File: src/rtl/audio_mixer_n.sv
// rtl/audio_mixer_n.sv - N-channel sequential audio mixer with per-channel volume/mute
// Optional MIXER_SATURATE_EN: clamp overflowing mixes to all-ones instead of wrapping.
module audio_mixer_n #(
  parameter int NUM_CHANNELS = 3,
  parameter int IN_WIDTH     = 9,
  parameter int OUT_WIDTH    = 8,
  parameter int VOL_WIDTH    = 4
) (
  input  logic                             i_clk,
  input  logic                             i_rst,
  input  logic                             i_sample_stb,
  input  logic [NUM_CHANNELS*IN_WIDTH-1:0]  i_channels,
  input  logic [NUM_CHANNELS*VOL_WIDTH-1:0] i_volumes,
  input  logic [NUM_CHANNELS-1:0]           i_mute,
  output logic [OUT_WIDTH-1:0]              o_sample,
  output logic                              o_sample_valid,
  output logic                              o_busy,
  output logic                              o_clipped,
  output logic                              o_overrun
);

  localparam int CNT_W  = $clog2(NUM_CHANNELS);
  localparam int IDX_W  = (NUM_CHANNELS > 1) ? CNT_W : 1;
  localparam int PROD_W = IN_WIDTH + VOL_WIDTH + 1;
  localparam int ACC_W  = IN_WIDTH + VOL_WIDTH + CNT_W + 1;
  localparam int MIX_W  = ACC_W - VOL_WIDTH;

  typedef enum logic [1:0] {IDLE, ACCUM, DONE} state_t;

  state_t                  state, state_next;
  logic [IDX_W-1:0]        idx;
  logic [ACC_W-1:0]        acc;
  logic [IN_WIDTH-1:0]     ch_snap  [NUM_CHANNELS];
  logic [VOL_WIDTH-1:0]    vol_snap [NUM_CHANNELS];
  logic [NUM_CHANNELS-1:0] mute_snap;
  logic [PROD_W-1:0]       term;
  logic [MIX_W-1:0]        mix;
  logic                    overflow;
  logic [OUT_WIDTH-1:0]    sample_next;
  logic                    last_idx;

  assign last_idx = (idx == IDX_W'(NUM_CHANNELS - 1));

  always_ff @(posedge i_clk or posedge i_rst) begin
    if (i_rst) state <= IDLE;
    else       state <= state_next;
  end

  always_comb begin
    state_next = state;
    case (state)
      IDLE:    if (i_sample_stb) state_next = ACCUM;
      ACCUM:   if (last_idx)     state_next = DONE;
      DONE:    state_next = IDLE;
      default: state_next = IDLE;
    endcase
  end

  always_comb begin
    o_busy = (state != IDLE);
  end

  // vol+1 makes all-ones volume a x2^VOL_WIDTH gain, undone by the shift in DONE
  always_comb begin
    term = '0;
    if (!mute_snap[idx])
      term = PROD_W'(ch_snap[idx]) * PROD_W'({1'b0, vol_snap[idx]} + 1'b1);
  end

  assign mix      = acc[ACC_W-1:VOL_WIDTH];
  assign overflow = (mix > MIX_W'((2 ** OUT_WIDTH) - 1));

`ifdef MIXER_SATURATE_EN
  assign sample_next = overflow ? '1 : mix[OUT_WIDTH-1:0];
`else
  assign sample_next = mix[OUT_WIDTH-1:0];
`endif

  always_ff @(posedge i_clk or posedge i_rst) begin
    if (i_rst) begin
      o_sample       <= '0;
      o_sample_valid <= 1'b0;
      o_clipped      <= 1'b0;
      o_overrun      <= 1'b0;
      acc            <= '0;
      idx            <= '0;
      mute_snap      <= '0;
      for (int k = 0; k < NUM_CHANNELS; k++) begin
        ch_snap[k]  <= '0;
        vol_snap[k] <= '0;
      end
    end else begin
      o_sample_valid <= 1'b0;
      // Strobes arriving mid-mix (DONE included) are dropped, never queued
      if (i_sample_stb && state != IDLE) o_overrun <= 1'b1;
      case (state)
        IDLE: begin
          if (i_sample_stb) begin
            for (int k = 0; k < NUM_CHANNELS; k++) begin
              ch_snap[k]  <= i_channels[k*IN_WIDTH +: IN_WIDTH];
              vol_snap[k] <= i_volumes[k*VOL_WIDTH +: VOL_WIDTH];
            end
            mute_snap <= i_mute;
            acc       <= '0;
            idx       <= '0;
          end
        end
        ACCUM: begin
          acc <= acc + ACC_W'(term);
          idx <= idx + 1'b1;
        end
        DONE: begin
          o_sample       <= sample_next;
          o_clipped      <= overflow;
          o_sample_valid <= 1'b1;
        end
        default: ;
      endcase
    end
  end

endmodule

File: config.mk
export PLATFORM = sky130hd
export DESIGN_NAME = audio_mixer_n
export DESIGN_NICKNAME = d
export VERILOG_FILES = /design/src/rtl/audio_mixer_n.sv
export SDC_FILE = /design/constraint.sdc
export NUM_CORES = 1
export LEC_CHECK = 0
export BUFFER_PORTS_ARGS = -buffer_cell sky130_fd_sc_hd__clkbuf_2
export CAP_MARGIN = 20
export CORE_MARGIN = 2
export CORE_UTILIZATION = 50
export DETAILED_ROUTE_END_ITERATION = 8
export PLACE_DENSITY = 0.7
export SYNTH_ARGS = -nofsm -noshare
export SYNTH_HDL_FRONTEND = slang
export SYNTH_SLANG_ARGS = --single-unit
File: constraint.sdc
create_clock -name i_clk -period 8.4 [get_ports i_clk]
set_input_delay 1.68 -clock i_clk [delete_from_list [all_inputs] [get_ports i_clk]]
set_output_delay 1.68 -clock i_clk [all_outputs]
set_load 0.05 [all_outputs]
Word-level counts from Yosys, hierarchy flattened
Cells that the tools add are included.
W data, S select, Z words.

operators by class
  $add $sub $neg = 3
  multiply operators = 1
  $lt $le $gt $ge = 3
  equality and inequality tests = 5
  multiplexer cells = 17
  bitwise operators = 1
  reductions and logical operators = 7

operators by type and width
  operator               count
  $pmux W16 S2           1
  $bmux W9 S2            1
  $mux W9                2
  $add A16 B14 Y16       1
  $mux W16               1
  $mul A9 B5 Y14         1
  $mux W14               1
  $gt A12 B8 Y1 const B  1
  $bmux W4 S2            1
  $mux W4                2
  $pmux W2 S2            2
  $mux W2                3
  $reduce_and A2 Y1      3
  $add A4 B1 Y5 const B  1
  $eq A2 B2 Y1 const B   2
  $ne A2 B2 Y1 const B   2
  $reduce_bool A2 Y1     2
  $ge A3 B3 Y1 const B   1
  $lt A2 B3 Y1 const B   1
  $not A2 Y3             1
  $add A2 B1 Y2 const B  1
  $bmux W1 S2            1
  $eq A2 B1 Y1 const B   1
  $logic_not A2 Y1       1
  2 further kinds        3

word-level totals
  flip-flop bits (word level) = 73
  input port bits = 45

Logic depth before layout (Yosys ltp)
Gate-level depths: netlist (run 1).

  word-level depth = 9
  depth in mapped cells = 29

Worst setup path before layout (run 1)
No wires, ideal clock.

  path kind = register -> register
  start = register idx[0]
  end = register acc[15]
  setup time = 0.079 ns
  arrival = 5.953 ns
  slack = 2.368 ns
  stages on the path, launching flop included = 27
  path through = dfrtp_1 > buf_6 > mux2i_1 > nor2_2 > a21oi_4 > inv_2 > ha_1 > xnor2_1 > or2_1 > fa_1 > fa_1 > fa_1 > inv_1 > ha_1 > nor2b_1 > o31a_1 > o21ai_0 > a21oi_1 > xnor2_1 > nor2_1 > ha_1 > buf_2 > a21oi_1 > o221a_2 > a221oi_1 > o211ai_1 > mux2i_1

on the way
  longest elaborated chain between the ends = 9
  elaborated cells between the ends (all ways) = 14
  those cells by class = 2 x add/sub; 1 x mul; 10 x mux; 1 x bitwise

ends and longest elaborated chain
  element                                     RTL line  text
  from (decl)                                 31        logic [IDX_W-1:0] idx;
  from (signal assigned)                      110       idx <= idx + 1'b1;
  $not A2 Y3 (implied by the code)            67        term = PROD_W'(ch_snap[idx]) * PROD_W'({1'b0, vol_snap[idx]} + 1'b1);
  $bmux W4 S2                                 67
  $mux W4 (implied by the code) (2 in a row)  67
  $add A4 B1 Y5                               67
  $mul A9 B5 Y14                              67
  $mux W14 (*)                                66        if (!mute_snap[idx])
  $add A16 B14 Y16 (*)                        109       acc <= acc + ACC_W'(term);
  $pmux W16 S2 (*)                            96        case (state)
  to (signal assigned)                        109
  to (decl)                                   32        logic [ACC_W-1:0] acc;

Every way passes the cells marked *; elsewhere a longest branch is shown, timed or not. The select of a mux whose other input is x is not followed.
A chain may end at the register's enable or synchronous reset.

Final worst setup path (run 1)
Ends and elaborated chain as after synthesis.

==> results by group, run 1 <==
Synthesis
  – Sequential share of the synthesized area: a little over a third
  – Synth Area in XOR/XNOR: 3.043%
  – Post-synth top flop: dfrtp_1
  – Compound-Gate Fraction of Synth Area: around an eighth
  – EDFF count, synth: 0
  – Simple-gate share of the synthesized area: 22.69%
  – Synth top area cells: dfrtp_1 (35%), nand2_1 (12%), ha_1 (9.1%)
  – Library cells used by synthesis: 53
  – Synthesized area: 0.005221 mm^2
  – Mux cell area share after synthesis: around 5.0%
  – Area leader, netlist: dfrtp_1
  – Synth Area in Adders: around 18%
  – Synth top area share: a little over a third
  – Largest family of logic cells by synthesized area: simple AND/OR/NAND/NOR gates
  – FF+latch count, synth: 73
  – Mapped Nets: a little over 700
  – Syn Area/Cell: 8.573 um^2
  – Yosys warns: 0
  – Post-synth ARST share: between 90% and 100%
  – Mapped Cells: 609

Route
  – Vias after detailed routing: a little over 4,000
  – WL per Instance: around 14 um
  – Routed WL: ~11,000 um
  – Detail Route Antenna Nets: 0
  – DRT Pass-1 Iters: 4
  – Via density per instance: roughly 5.2
  – DRC: 0
  – Starting DRT DRC Count: 164

Worst setup path
  – Kind of critical path: reg -> reg
  – Critical path destination: acc[15]$_DFFE_PP0P_
  – Reg2Reg Depth: 25
  – Critical Path Max Stage Delay: approximately 0.55 ns
  – WP data required: between 8 and 9 ns
  – Crit-path max FO: 18
  – CP Launch Type: register
  – Critical path data arrival time: slightly above 7 ns
  – Worst path buffer plus inverter count: 3
  – Worst R2R Setup Slack: roughly 1.5 ns
  – Total stage count of the critical path: 25
  – Reg-to-Reg Start: idx[0]$_DFFE_PP0P_
  – Crit-path leading delay family: adder cells
  – CP max stage cell: xnor2_1
  – Critical Path Start: idx[0]$_DFFE_PP0P_
  – Worst Setup End Kind: register
  – End of the worst register-to-register path: acc[15]$_DFFE_PP0P_

Clocking
  – CTS tree: yes
  – Clock Tree Buf Depth: 2
  – CTS Sinks: 73
  – Root Buffer: clkbuf_8
  – # resized after CTS: 0
  – # H-tree levels: 3
  – Clock Latency Late Sink: between 0.3 and 0.4 ns
  – CTS buffer count: 9
  – Clk slew on worst S/H paths: 0.08 ns
  – Setup Buffers After CTS: 0
  – Post-CTS Hold Buffers: 0

STA
  – Final setup violating endpoints: 0
  – Relative slew slack: between 30% and 40%
  – Tmin final: 6.921 ns
  – Unrepaired setup endpoints after global routing: false
  – Fmax: 144.5 MHz
  – Measured slew at the worst slew-check pin: 0.9625 ns
  – Final-report hold violation count: 0
  – Slew Viols, Final: 0
  – Setup Skew: about 0.013 ns
  – Setup TNS: 0 ns
  – Tcrit/Tclk final: between 80% and 90%

Hold path
  – Worst hold path type: reg -> reg

Cells and area
  – Share of cells above drive strength 1: 14.95%
  – Reg area: around 0.0018 mm^2
  – Multi-input logic area: between 0.003 and 0.004 mm^2
  – Most frequent cells in the layout: nand2_1 (163), dfrtp_1 (73), clkbuf_2 (56)
  – Final instance area: 0.005827 mm^2
  – P&R area growth vs syn: 11.60%
  – Fill cells: 940
  – ANT cells: 0
  – Final nets: 762
  – Commonest non-fill, non-tap cell in the layout: nand2_1

Global route
  – Total GRT Usage: 22.24%
  – Antenna violations before repair: 0
  – Pin count of the biggest net entering global routing: 74
  – Gr ovfl total: 0
  – Vias in the first global route: approximately 4,200
  – Global-route wire length before repair: around 20,000 um

Place
  – Placer congestion estimate: 0.8586
  – Port bufs: 56
  – Placed Instance Area: 0.005607 mm^2
  – DP Wirelength: 8766 um

Floorplan
  – DIE WIDTH: between 100 and 150 um
  – Boundary Pins: between 50 and 60
  – Starting density of the core: roughly half
  – Full die area: around 0.011 mm^2
  – CORE AREA: 0.01023 mm^2
  – Rows: 37
  – Die H: around 110 um

Run
  – Maxcap violations: 0

Run status
  – Status: complete, no violations
## worst min-delay path by stage
| stage | from | end | slack [ns] | depth (start not counted) |
|---|---|---|---|---|
| global route | mute_snap[1]$_DFFE_PP0P_ | mute_snap[1]$_DFFE_PP0P_ | 0.50 | 2 |
| detailed placement | o_overrun$_DFFE_PP0P_ | o_overrun$_DFFE_PP0P_ | 0.45 | 1 |
| global placement | o_overrun$_DFFE_PP0P_ | o_overrun$_DFFE_PP0P_ | 0.44 | 1 |
| CTS | o_overrun$_DFFE_PP0P_ | o_overrun$_DFFE_PP0P_ | 0.47 | 1 |
| finish | o_overrun$_DFFE_PP0P_ | o_overrun$_DFFE_PP0P_ | 0.46 | 1 |
| floorplan | ch_snap[18]$_DFFE_PP0P_ | ch_snap[18]$_DFFE_PP0P_ | 0.44 | 2 |
## state kept, by name, indices dropped and copies added, names as in the netlist
register,count
acc,16
ch_snap,27
idx,2
mute_snap,3
o_clipped,1
o_overrun,1
o_sample,8
o_sample_valid,1
state,2
vol_snap,12
## layout make-up
class / count / area share (%)
inverters: 38 / 2.448
clock buffers: 11 / 2.426
multi-input cells: 474 / 54.05
clock inverters: 5 / 1.353
flip-flops and latches: 73 / 31.35
well taps: 136 / 2.920
repair buffers: 61 / 5.454
## cell families after synthesis
| logic type | Yosys count |
|---|---|
| xor+xnor | 16 |
| mux | 25 |
| buf+inv | 62 |
| fa+ha+maj | 60 |
| compound gates | 98 |
| flops | 73 |
| simple gates | 275 |
## metrics by stage
stage	setup WS, ns	utilization (%)	instances	hold slack, ns
6_report	1.479	56.95	798	0.4642
5_1_grt	1.057	56.95	798	0.4957
3_5_place_dp	1.472	54.80	782	0.4482
4_1_cts	1.477	56.95	798	0.4664
3_3_place_gp	1.600	54.80	782	0.4364
2_1_floorplan	2.368	-	609	0.4450
## cell usage after synthesis, drive strengths merged (2+ instances only)
cell type,instances
a211oi,8
a21boi,2
a21o,7
a21oi,20
a221oi,2
and2,7
buf,7
clkbuf,17
dfrtp,73
fa,22
ha,38
inv,38
mux2,8
mux2i,17
nand2,164
nand2b,6
nand3,14
nand4,4
nor2,50
nor2b,11
nor3,11
o21a,10
o21ai,37
o21bai,2
o31a,2
o32ai,2
or2,5
xnor2,5
xor2,11
## per-layer routing
metal  wire, um  vias up  share of wire [%]  GRT usage [%]
met5          0        -                  0              0
met3        414       15                3.6          3.617
met1       5734     1935                 50          31.88
met4        212        0                1.9          7.519
li1           -     2110                  -              -
met2       5049       89                 44          34.29
## worst reg2reg max path: stages (launching register included)
cell and delay, ns:
dfrtp_1 0.33, buf_4 0.30, mux2i_1 0.36, nor2_2 0.08
a21oi_4 0.26, inv_2 0.11, ha_1 0.24, xnor2_1 0.55
or2_1 0.21, fa_1 0.44, fa_1 0.52, fa_1 0.54
inv_1 0.04, ha_1 0.33, nor2b_1 0.17, o31a_1 0.27
o21ai_0 0.21, a21oi_1 0.11, xnor2_1 0.14, nor2_1 0.07
ha_1 0.37, a21oi_1 0.43, o221a_2 0.27, a221oi_1 0.07
o211ai_1 0.22, mux2i_1 0.19
Power of run 1 is not shown: default switching activity piles up to over one toggle a cycle in this logic, so the estimate is an artifact.
==> inputs of run 2 (changes only) <==
PLACE_DENSITY = 0.72   (was 0.7)
clock period = 5.7 ns   (was 8.4 ns; I/O delays follow)
==> run 2 against run 1 <==
Core utilization grew 7.2 points. First-iteration DRC count rose by 9.8%. Die area unchanged. Critical endpoint is now acc[12]$_DFFE_PP0P_. Register-to-register slack worse by 1.5 ns. Sequential share of layout area down 3.5 points.
==> results by group, run 2 (synthesized netlist as in run 1, its figures left out) <==
Run status
  – Status: complete, no violations

STA
  – Tcrit/Tclk final: between 90 and 100%
  – Fin Hold WS: ~0.46 ns
  – Final setup violating endpoints: 0
  – Relative slew slack: about 31%
  – Slew Viols, Final: 0
  – Fmax: between 150 and 200 MHz
  – Tmin final: approximately 5.7 ns
  – Measured slew at the worst slew-check pin: around 1 ns
  – Unrepaired setup endpoints after global routing: true
  – Setup Skew: 0.01220 ns
  – Final-report hold violation count: 0

Route
  – Starting DRT DRC Count: 180
  – WL per Instance: ~15 um
  – DRC: 0
  – Routed WL: between 10,000 and 15,000 um
  – Via density per instance: about 5.3
  – Vias after detailed routing: between 4,000 and 5,000
  – DRT Pass-1 Iters: 5
  – Detail Route Antenna Nets: 0

Floorplan
  – Rows: 37
  – DIE WIDTH: approximately 110 um
  – CORE AREA: 0.01023 mm^2
  – Die H: ~110 um
  – Boundary Pins: 57
  – Full die area: roughly 0.011 mm^2
  – Starting density of the core: roughly half

Global route
  – Pin count of the biggest net entering global routing: 74
  – Antenna violations before repair: 0
  – Vias in the first global route: between 4,000 and 5,000
  – Gr ovfl total: 0
  – Global-route wire length before repair: around 21,000 um
  – Total GRT Usage: 23.45%

Place
  – DP Wirelength: a little under 9000 um
  – Port bufs: 56
  – Placer congestion estimate: around 0.89

Worst setup path
  – Critical Path Max Stage Delay: ~0.55 ns
  – Critical path data arrival time: between 5 and 6 ns
  – Worst path most repeated cell: fa_1
  – Reg2Reg Depth: 27
  – Worst Setup End Kind: register
  – CP max stage cell: fa_1
  – Kind of critical path: reg -> reg
  – CP Launch Type: register
  – WP data required: just under 6 ns
  – Crit-path max FO: 5

Cells and area
  – Max reg flops: 27
  – P&R area growth vs syn: 25.62%
  – Share of cells above drive strength 1: 28.19%
  – Regs by FF count: ch_snap (27), acc (16), vol_snap (12)
  – Commonest non-fill, non-tap cell in the layout: nand2_1
  – Most flops, register: ch_snap
  – Final nets: ~800
  – ANT cells: 0
  – Most frequent cells in the layout: nand2_1 (163), dfrtp_1 (73), clkbuf_2 (56)

Clocking
  – Clock Latency Late Sink: between 0.3 and 0.4 ns
  – CTS buffer count: 9
  – CTS Sinks: between 70 and 80
  – Clk slew on worst S/H paths: 0.08 ns
  – Post-CTS Hold Buffers: 0
  – CTS tree: yes
  – Clock Tree Buf Depth: 2
  – Root Buffer: clkbuf_8
  – # H-tree levels: 3

Run
  – Maxcap violations: 0

Hold path
  – Worst hold path type: reg -> reg
  – Hold path cells: 1
## run 2: what timing repair did
item,CTS,global route
setup buffers,5,2
pin swaps,23,21
gates resized for setup,24,38
endpoints found under the setup margin,7,8
## run 2: worst paths after layout
check | start | end | slack, ns
min in group asynchronous | i_rst | vol_snap[5]$_DFFE_PP0P_ | 1.02
worst max register to register | idx[0]$_DFFE_PP0P_ | acc[12]$_DFFE_PP0P_ | 0.01
max in group asynchronous | i_rst | ch_snap[1]$_DFFE_PP0P_ | 4.10
worst min-delay path | o_overrun$_DFFE_PP0P_ | o_overrun$_DFFE_PP0P_ | 0.46
worst max-delay path | idx[0]$_DFFE_PP0P_ | acc[12]$_DFFE_PP0P_ | 0.01
worst min register to register | o_overrun$_DFFE_PP0P_ | o_overrun$_DFFE_PP0P_ | 0.46
## run 2: area by class of cell
| type | instances | area, um^2 |
|---|---|---|
| Inverter | 38 | 142.6 |
| Fill cell | 863 | 3672 |
| Clock buffer | 9 | 123.9 |
| Tap cell | 136 | 170.2 |
| Clock inverter | 7 | 126.4 |
| Timing Repair Buffer | 112 | 715.7 |
| Sequential cell | 73 | 1827 |
| Multi-Input combinational cell | 474 | 3453 |
## run 2: worst max-delay path: cells and delay by family (launching register included)
family | cells | cell delay [ns]
xor+xnor | 3 | 0.56
fa+ha+maj | 6 | 2.30
flops | 1 | 0.40
mux | 1 | 0.21
simple gates | 6 | 0.68
buf+inv | 5 | 0.49
compound gates | 6 | 0.89
## run 2: per-layer routing
metal	routed length (um)	vias to the layer above	global-route usage (%)
met5	0	-	0
met4	198	0	7.613
met3	480	17	3.985
met2	6067	96	38.60
met1	5625	2158	31.59
li1	-	2218	-
## run 2: stage by stage
stage	instances	TNS (ns)	instance area, um^2	util (%)	setup WS, ns
2_1_floorplan	609	0	5261	-	0.01532
3_3_place_gp	826	-0.01975	5977	58.42	-0.01816
3_5_place_dp	826	-0.8912	5977	58.42	-0.2055
4_1_cts	847	-0.09326	6362	62.19	-0.04936
5_1_grt	849	-1.708	6559	64.11	-0.2791
6_report	849	0	6559	64.11	0.01497
Power of run 2 is left out for the same reason.
